File: src/rtl/hex_scan_driver.sv
// ---------------------------------------------------------------------------
// hex_scan_driver
//
// Time-multiplexed scan driver for a bank of common-cathode 7-segment digits.
// A multi-digit hex value is captured into a shadow register on `load` and
// copied to the display register only at a scan-frame boundary, so a frame
// never shows a mix of old and new digits. Each slot presents one nibble to
// the downstream 7-segment decoder and pulls the matching digit select low,
// after a short guard at the start of the slot to suppress ghosting.
//
// Parameters:
//   NUM_DIGITS   - digits in the bank (2..8); digit 0 is the LS nibble
//   REFRESH_DIV  - clock cycles per digit slot (>= 2)
//   BLANK_CYCLES - guard cycles at the start of each slot (< REFRESH_DIV)
//
// Ports:
//   clk          in   system clock, rising edge
//   rst_n        in   synchronous active-low reset
//   value_in     in   4*NUM_DIGITS value to display, nibble k -> digit k
//   load         in   single-cycle strobe capturing value_in
//   blank_lz     in   leading-zero blanking enable (quasi-static)
//   digit_out    out  nibble of the current slot (decoder input)
//   digit_sel_n  out  active-low digit enables, at most one bit low
//   pending      out  a loaded value is waiting for the frame boundary
// ---------------------------------------------------------------------------
module hex_scan_driver #(
  parameter int NUM_DIGITS   = 4,
  parameter int REFRESH_DIV  = 50000,
  parameter int BLANK_CYCLES = 4
) (
  input  logic                    clk,
  input  logic                    rst_n,
  input  logic [4*NUM_DIGITS-1:0] value_in,
  input  logic                    load,
  input  logic                    blank_lz,
  output logic [3:0]              digit_out,
  output logic [NUM_DIGITS-1:0]   digit_sel_n,
  output logic                    pending
);

  localparam int CNT_W = (REFRESH_DIV > 1) ? $clog2(REFRESH_DIV) : 1;
  localparam int IDX_W = (NUM_DIGITS > 1) ? $clog2(NUM_DIGITS) : 1;

  localparam logic [CNT_W-1:0] CNT_LAST = CNT_W'(REFRESH_DIV - 1);
  localparam logic [IDX_W-1:0] IDX_LAST = IDX_W'(NUM_DIGITS - 1);

  logic [CNT_W-1:0]        cnt;
  logic [IDX_W-1:0]        idx;
  logic [4*NUM_DIGITS-1:0] shd;
  logic [4*NUM_DIGITS-1:0] disp;

  logic tick;
  logic frame_end;

  assign tick      = (cnt == CNT_LAST);
  assign frame_end = tick && (idx == IDX_LAST);

  // Scan timing and the shadow/display double buffer. A load that lands on
  // the frame boundary bypasses the shadow so it shows in the very next slot.
  always_ff @(posedge clk) begin
    if (!rst_n) begin
      cnt     <= '0;
      idx     <= '0;
      shd     <= '0;
      disp    <= '0;
      pending <= 1'b0;
    end else begin
      cnt <= tick ? '0 : cnt + CNT_W'(1);
      if (tick) begin
        idx <= (idx == IDX_LAST) ? '0 : idx + IDX_W'(1);
      end

      if (load && frame_end) begin
        shd     <= value_in;
        disp    <= value_in;
        pending <= 1'b0;
      end else if (load) begin
        shd     <= value_in;
        pending <= 1'b1;
      end else if (frame_end) begin
        disp    <= shd;
        pending <= 1'b0;
      end
    end
  end

  // upper_zero[k] is set when nibbles k..NUM_DIGITS-1 of disp are all zero,
  // i.e. digit k is a leading zero.
  logic [NUM_DIGITS-1:0] upper_zero;

  always_comb begin
    logic acc;
    acc        = 1'b1;
    upper_zero = '0;
    for (int k = NUM_DIGITS - 1; k >= 0; k--) begin
      acc           = acc & (disp[4*k +: 4] == 4'h0);
      upper_zero[k] = acc;
    end
  end

  // Guard window at the start of every slot; with no guard it never fires.
  logic guard;

  generate
    if (BLANK_CYCLES == 0) begin : g_no_guard
      assign guard = 1'b0;
    end else begin : g_guard
      assign guard = (cnt < CNT_W'(BLANK_CYCLES));
    end
  endgenerate

  logic blanked;

  // Digit 0 always lights so an all-zero value still shows a single "0".
  assign blanked = blank_lz && (idx != '0) && upper_zero[idx];

  always_comb begin
    digit_out = disp[4*idx +: 4];
    if (blanked || guard) begin
      digit_sel_n = '1;
    end else begin
      digit_sel_n = ~(NUM_DIGITS'(1) << idx);
    end
  end

endmodule

File: config.mk
export PLATFORM = sky130hd
export DESIGN_NAME = hex_scan_driver
export DESIGN_NICKNAME = d
export VERILOG_FILES = /design/src/rtl/hex_scan_driver.sv
export SDC_FILE = /design/constraint.sdc
export NUM_CORES = 1
export LEC_CHECK = 0
export ABC_AREA = 1
export BUFFER_PORTS_ARGS = -buffer_cell sky130_fd_sc_hd__buf_2
export CAP_MARGIN = 20
export CORE_MARGIN = 2
export CORE_UTILIZATION = 62
export DETAILED_ROUTE_END_ITERATION = 12
export GPL_TIMING_DRIVEN = 0
export HOLD_SLACK_MARGIN = 0.15
export PLACE_DENSITY = 0.84
export SETUP_SLACK_MARGIN = 0.1
export SYNTH_ARGS = -nofsm -noshare
export SYNTH_HDL_FRONTEND = slang
export SYNTH_SLANG_ARGS = --single-unit
File: constraint.sdc
create_clock -name clk -period 2.65 [get_ports clk]
set_clock_uncertainty 0.05 [all_clocks]
set_input_delay 0.265 -clock clk [delete_from_list [all_inputs] [get_ports clk]]
set_output_delay 0.265 -clock clk [all_outputs]
set_load 0.005 [all_outputs]
-- Word-level counts from Yosys, hierarchy flattened
Cells that the tools add are included.
- flip-flop bits (word level): 51
- bits of input ports: 20
- output and inout port bits: 9
- logic and storage cells: 46
- $add $sub $neg: 2
- magnitude comparators: 2
- eq/ne operators: 3
- shift operators: 2
- mux-type cells: 11
- bitwise gates (word level): 5
- reductions and logical operators: 16
- operator list (operator ; number):
    $mux 16 ; 5
    $add 16x1->16 const B ; 1
    $eq 16x16->1 const B ; 1
    $logic_not 4->1 ; 4
    $lt 16x3->1 const B ; 1
    $shiftx 16x5->4 ; 1
    $reduce_bool 2->1 ; 4
    $logic_and 1x1->1 ; 4
    $mux 4 ; 1
    $not 4->4 ; 1
    $reduce_or 2->1 ; 2
    $shl 1x2->4 const A ; 1
    $and 1x1->1 ; 3
    $lt 2x3->1 const B ; 1
    $mux 1 ; 3
    $add 2x1->2 const B ; 1
    $bmux 1 s2 ; 1
    $eq 2x2->1 const B ; 1
    $mux 2 ; 1
    $ne 2x1->1 const B ; 1
    $reduce_and 2->1 ; 1
    $logic_or 1x1->1 ; 1
    $not 1->1 ; 1

-- Longest topological paths before layout
- depth after elaboration: 9
- mapped depth: 10
- mapped depth without buffers: 10

-- Worst setup path after synthesis
Ideal clock, no wire load.
- kind: register -> output
- start point: register idx[0]
- end point: output digit_sel_n[0]
- data arrival time: 1.482 ns
- required time: 2.335 ns
- setup slack: 0.853 ns
- cell stages (with the launch flop): 10
- path buffers: 2
- cells stage by stage: dfxtp_1 clkbuf_1 inv_1 buf_2 ha_1 nor2_1 nand4_1 nor2_1 nand2_1 nand3_1
- cells in the longest elaborated chain, start to end: 5
- RTL lines (item ; line ; text):
    start: declaration ; 48 ; logic [IDX_W-1:0] idx;
    start signal: assignment ; 70 ; idx <= (idx == IDX_LAST) ? '0 : idx + IDX_W'(1);
    $bmux 1 s2 or $reduce_bool 2->1 (tied branches) ; 115 ; assign blanked = blank_lz && (idx != '0) && upper_zero[idx];
    $mux 1 (implied by the code) or $logic_and 1x1->1 (tied branches) ; 115 ;
    $logic_and 1x1->1 ; 115 ;
    $logic_or 1x1->1 ; 119 ; if (blanked || guard) begin
    $mux 4 (*) ; 119 ;
    end: declaration ; 37 ; output logic [NUM_DIGITS-1:0] digit_sel_n,
Mark *: on every way between the ends. The rest lies on a longest branch, timed or not. The select of a mux whose other input is x is not followed.

-- Worst setup path in the final report
- start point: register idx[0]
- end point: output digit_sel_n[3]
Same word-level chain as after synthesis.

==> reports/metrics.yaml <==
status: "complete, no violations"
clkLatencyLatePin_ns: 0.30
hp-class: "in2reg"
synthDistinctLibCells: 31
clkPwrFrac_pct: 35.1
finalCritPeriodShare_pct: 87.5
ant_nets: 0
slew_viol_final: 0
critical_path_required_ns: 2.34
min_period_ns: 2.32
port_buffers: 28
ir_drop_uv: 399
drv_cap: 0
diodes: 0
fin_tns_setup_ns: 0
grt_max_degree: 15
first_pass_iters: 5
drive_gt1_share_pct: 16.3
wl_per_cell_microns: 10.9
switchingPower_uw: 306
tightest_slew_ns: 0.406
dp_cells: 433
rsz0062_at_grt: "no"
synth-edff-count: 0
grt_first_pass_wirelength_mm: 7.84
finalNetCount: 417
htreeDepth: 2
die_area_sq_um: 4500
hpwl_mm: 3.65
cts.sinks: 51
syn_area_sq_um: 2470
slew_headroom_pct: 72.8
power.leakage_nw: 1.36
clockBufferDepth: 2
gp_routability_congestion: 0.864
yosysSeqAreaShare_pct: 41.4
seqPwrFrac_pct: 57.9
post_cts_resize_count: 0
drt_iter0_markers: 202
netSwitchingFraction_pct: 22.3
cp_max_fo: 11
finalSetupViolCount: 0
ys_async_sr_fraction_pct: 0
yosys_warnings: 0
cts_setup_buffers: 0
rows: 22
ys.flop_type: "dfxtp_1"
fp.dieH_microns: 67.1
clock-root-buffer: "clkbuf_8"
clk_pin_slew_ns: 0.09
power_mw: 1.37
cts_tree: "done"
track_usage_pct: 23.2
antenna_found_initial: 0
dr_total_vias: 2171
final_cells: 441
holdBufCountCts: 0
power_density_nw_per_um2: 496
die_w_microns: 67.1
vias_per_cell: 4.92
ys_ff_latch: 51
grt_pass1_vias: 1741
drc: 0
avgSynthCellArea_sq_um: 6.91
cts_buffers: 5
pin_count: 29
core_area_sq_um: 3740
nFillCells: 328
start_util_pct: 65.9
end_kind: "output pin"
cp-start-kind: "flop"
p_int_mw: 1.07
synth_cells: 357
combinationalPowerShare_pct: 7.0
wirelength_mm: 4.80
synth_fp_nets: 382
arrival_ns: 2.00
worstSetupPathType: "reg2out"
grt_overflow: 0
hold_viol_final: 0
area_growth_pct: 12.2
timing.fmax_mhz: 431
-- layout by cell type (no fill, tap or decap), types with 2 or more instances in the layout --
cell	n
inv_1	53
o21ai_0	9
nand3_1	13
nand2_2	2
dfxtp_1	51
ha_1	5
nor2_1	61
nor4_1	2
inv_2	4
clkbuf_8	7
nand3b_1	4
buf_6	2
a21oi_1	21
xor2_1	2
or2_2	9
nand2_1	69
o21ai_1	7
nand4_1	10
nor3_1	13
clkbuf_1	3
clkinv_1	3
buf_2	32
-- state kept, by name (all words and copies together), names as in the netlist --
| name | flops |
|---|---|
| cnt | 16 |
| disp | 16 |
| shd | 16 |
| idx | 2 |
| pending | 1 |
-- synthesized netlist by cell type (3+ instances only) --
| cell type | n | area share [%] |
|---|---|---|
| o21ai_1 | 7 | 1.4 |
| dfxtp_1 | 51 | 41 |
| clkbuf_1 | 3 | 0.46 |
| nor3_1 | 13 | 2.6 |
| clkinv_1 | 3 | 0.46 |
| o21ai_0 | 9 | 1.8 |
| nand2_1 | 69 | 11 |
| nand3b_1 | 4 | 1.2 |
| inv_2 | 4 | 0.61 |
| inv_1 | 53 | 8.1 |
| ha_1 | 5 | 2.5 |
| buf_2 | 4 | 0.81 |
| nand3_1 | 13 | 2.6 |
| nand4_1 | 10 | 2.5 |
| nor2_1 | 61 | 9.3 |
| a21oi_1 | 21 | 4.3 |
| or2_2 | 9 | 2.3 |
-- power by group through the flow --
stage	logic [mW]	clock network, mW	registers [mW]
3_5_place_dp	0.0961	0	0.812
3_3_place_gp	0.0944	0	0.811
6_report	0.0966	0.481	0.794
4_1_cts	0.0965	0.487	0.794
5_1_grt	0.111	0.519	0.797
2_1_floorplan	0.0629	0	0.810
-- cell families (layout without fill, tap and decap cells) --
family | Yosys count | after routing | synth area share, %
xor+xnor | 2 | 2 | 0.710
compound gates | 39 | 39 | 8.07
flops | 51 | 51 | 41.4
fa+ha+maj | 5 | 5 | 2.54
simple gates | 191 | 191 | 36.0
buf+inv | 69 | 105 | 11.3
-- worst paths after layout --
kind | startpoint | endpoint | slack [ns] | cells after the start
worst max register to register | cnt[0]$_SDFF_PP0_ | cnt[5]$_SDFF_PP0_ | 0.95 | 9
worst max-delay path | idx[0]$_SDFFE_PN0P_ | digit_sel_n[3] | 0.33 | 10
worst min register to register | cnt[0]$_SDFF_PP0_ | cnt[0]$_SDFF_PP0_ | 0.40 | 1
worst min-delay path | value_in[10] | shd[10]$_SDFFE_PN0P_ | 0.18 | 3
-- worst max-delay path, cell delays in order, from the launching register on --
cell and delay (ns):
dfxtp_1 0.37, clkbuf_2 0.20, inv_1 0.10, buf_2 0.19, ha_1 0.23, nor2_1 0.11
nand4_1 0.08, nor2_1 0.11, nand2_1 0.11, nand3_1 0.08, buf_2 0.11
-- routing by layer --
metal / vias up / global-route usage (%) / share of wire, %
li1: 1187 / - / -
met1: 921 / 35.0 / 54
met2: 56 / 32.2 / 39
met3: 7 / 5.07 / 6.1
met4: 0 / 7.65 / 1.3
met5: - / 0 / 0
-- per-stage QoR --
step	instance area (sq um)	hold slack (ns)	util [%]	worst slack [ns]
after floorplan	2470	0.367	-	0.853
final	2770	0.176	73.9	0.331
after CTS	2770	0.170	73.9	0.200
after detailed placement	2670	0.390	71.2	0.550
after global placement	2670	0.383	71.2	0.550
after global routing	2770	0.205	73.9	0.175
-- final cells by class --
type,instances,area (sq um),area share (%)
repair buffers,28,140,5.06
clock buffers,8,100,3.62
inverters,60,225,8.14
plain buffers,9,55.1,1.99
well taps,48,60.1,2.17
flip-flops and latches,51,1020,36.9
multi-input cells,237,1170,42.1
Note: power is estimated with default switching activity, not from simulation.
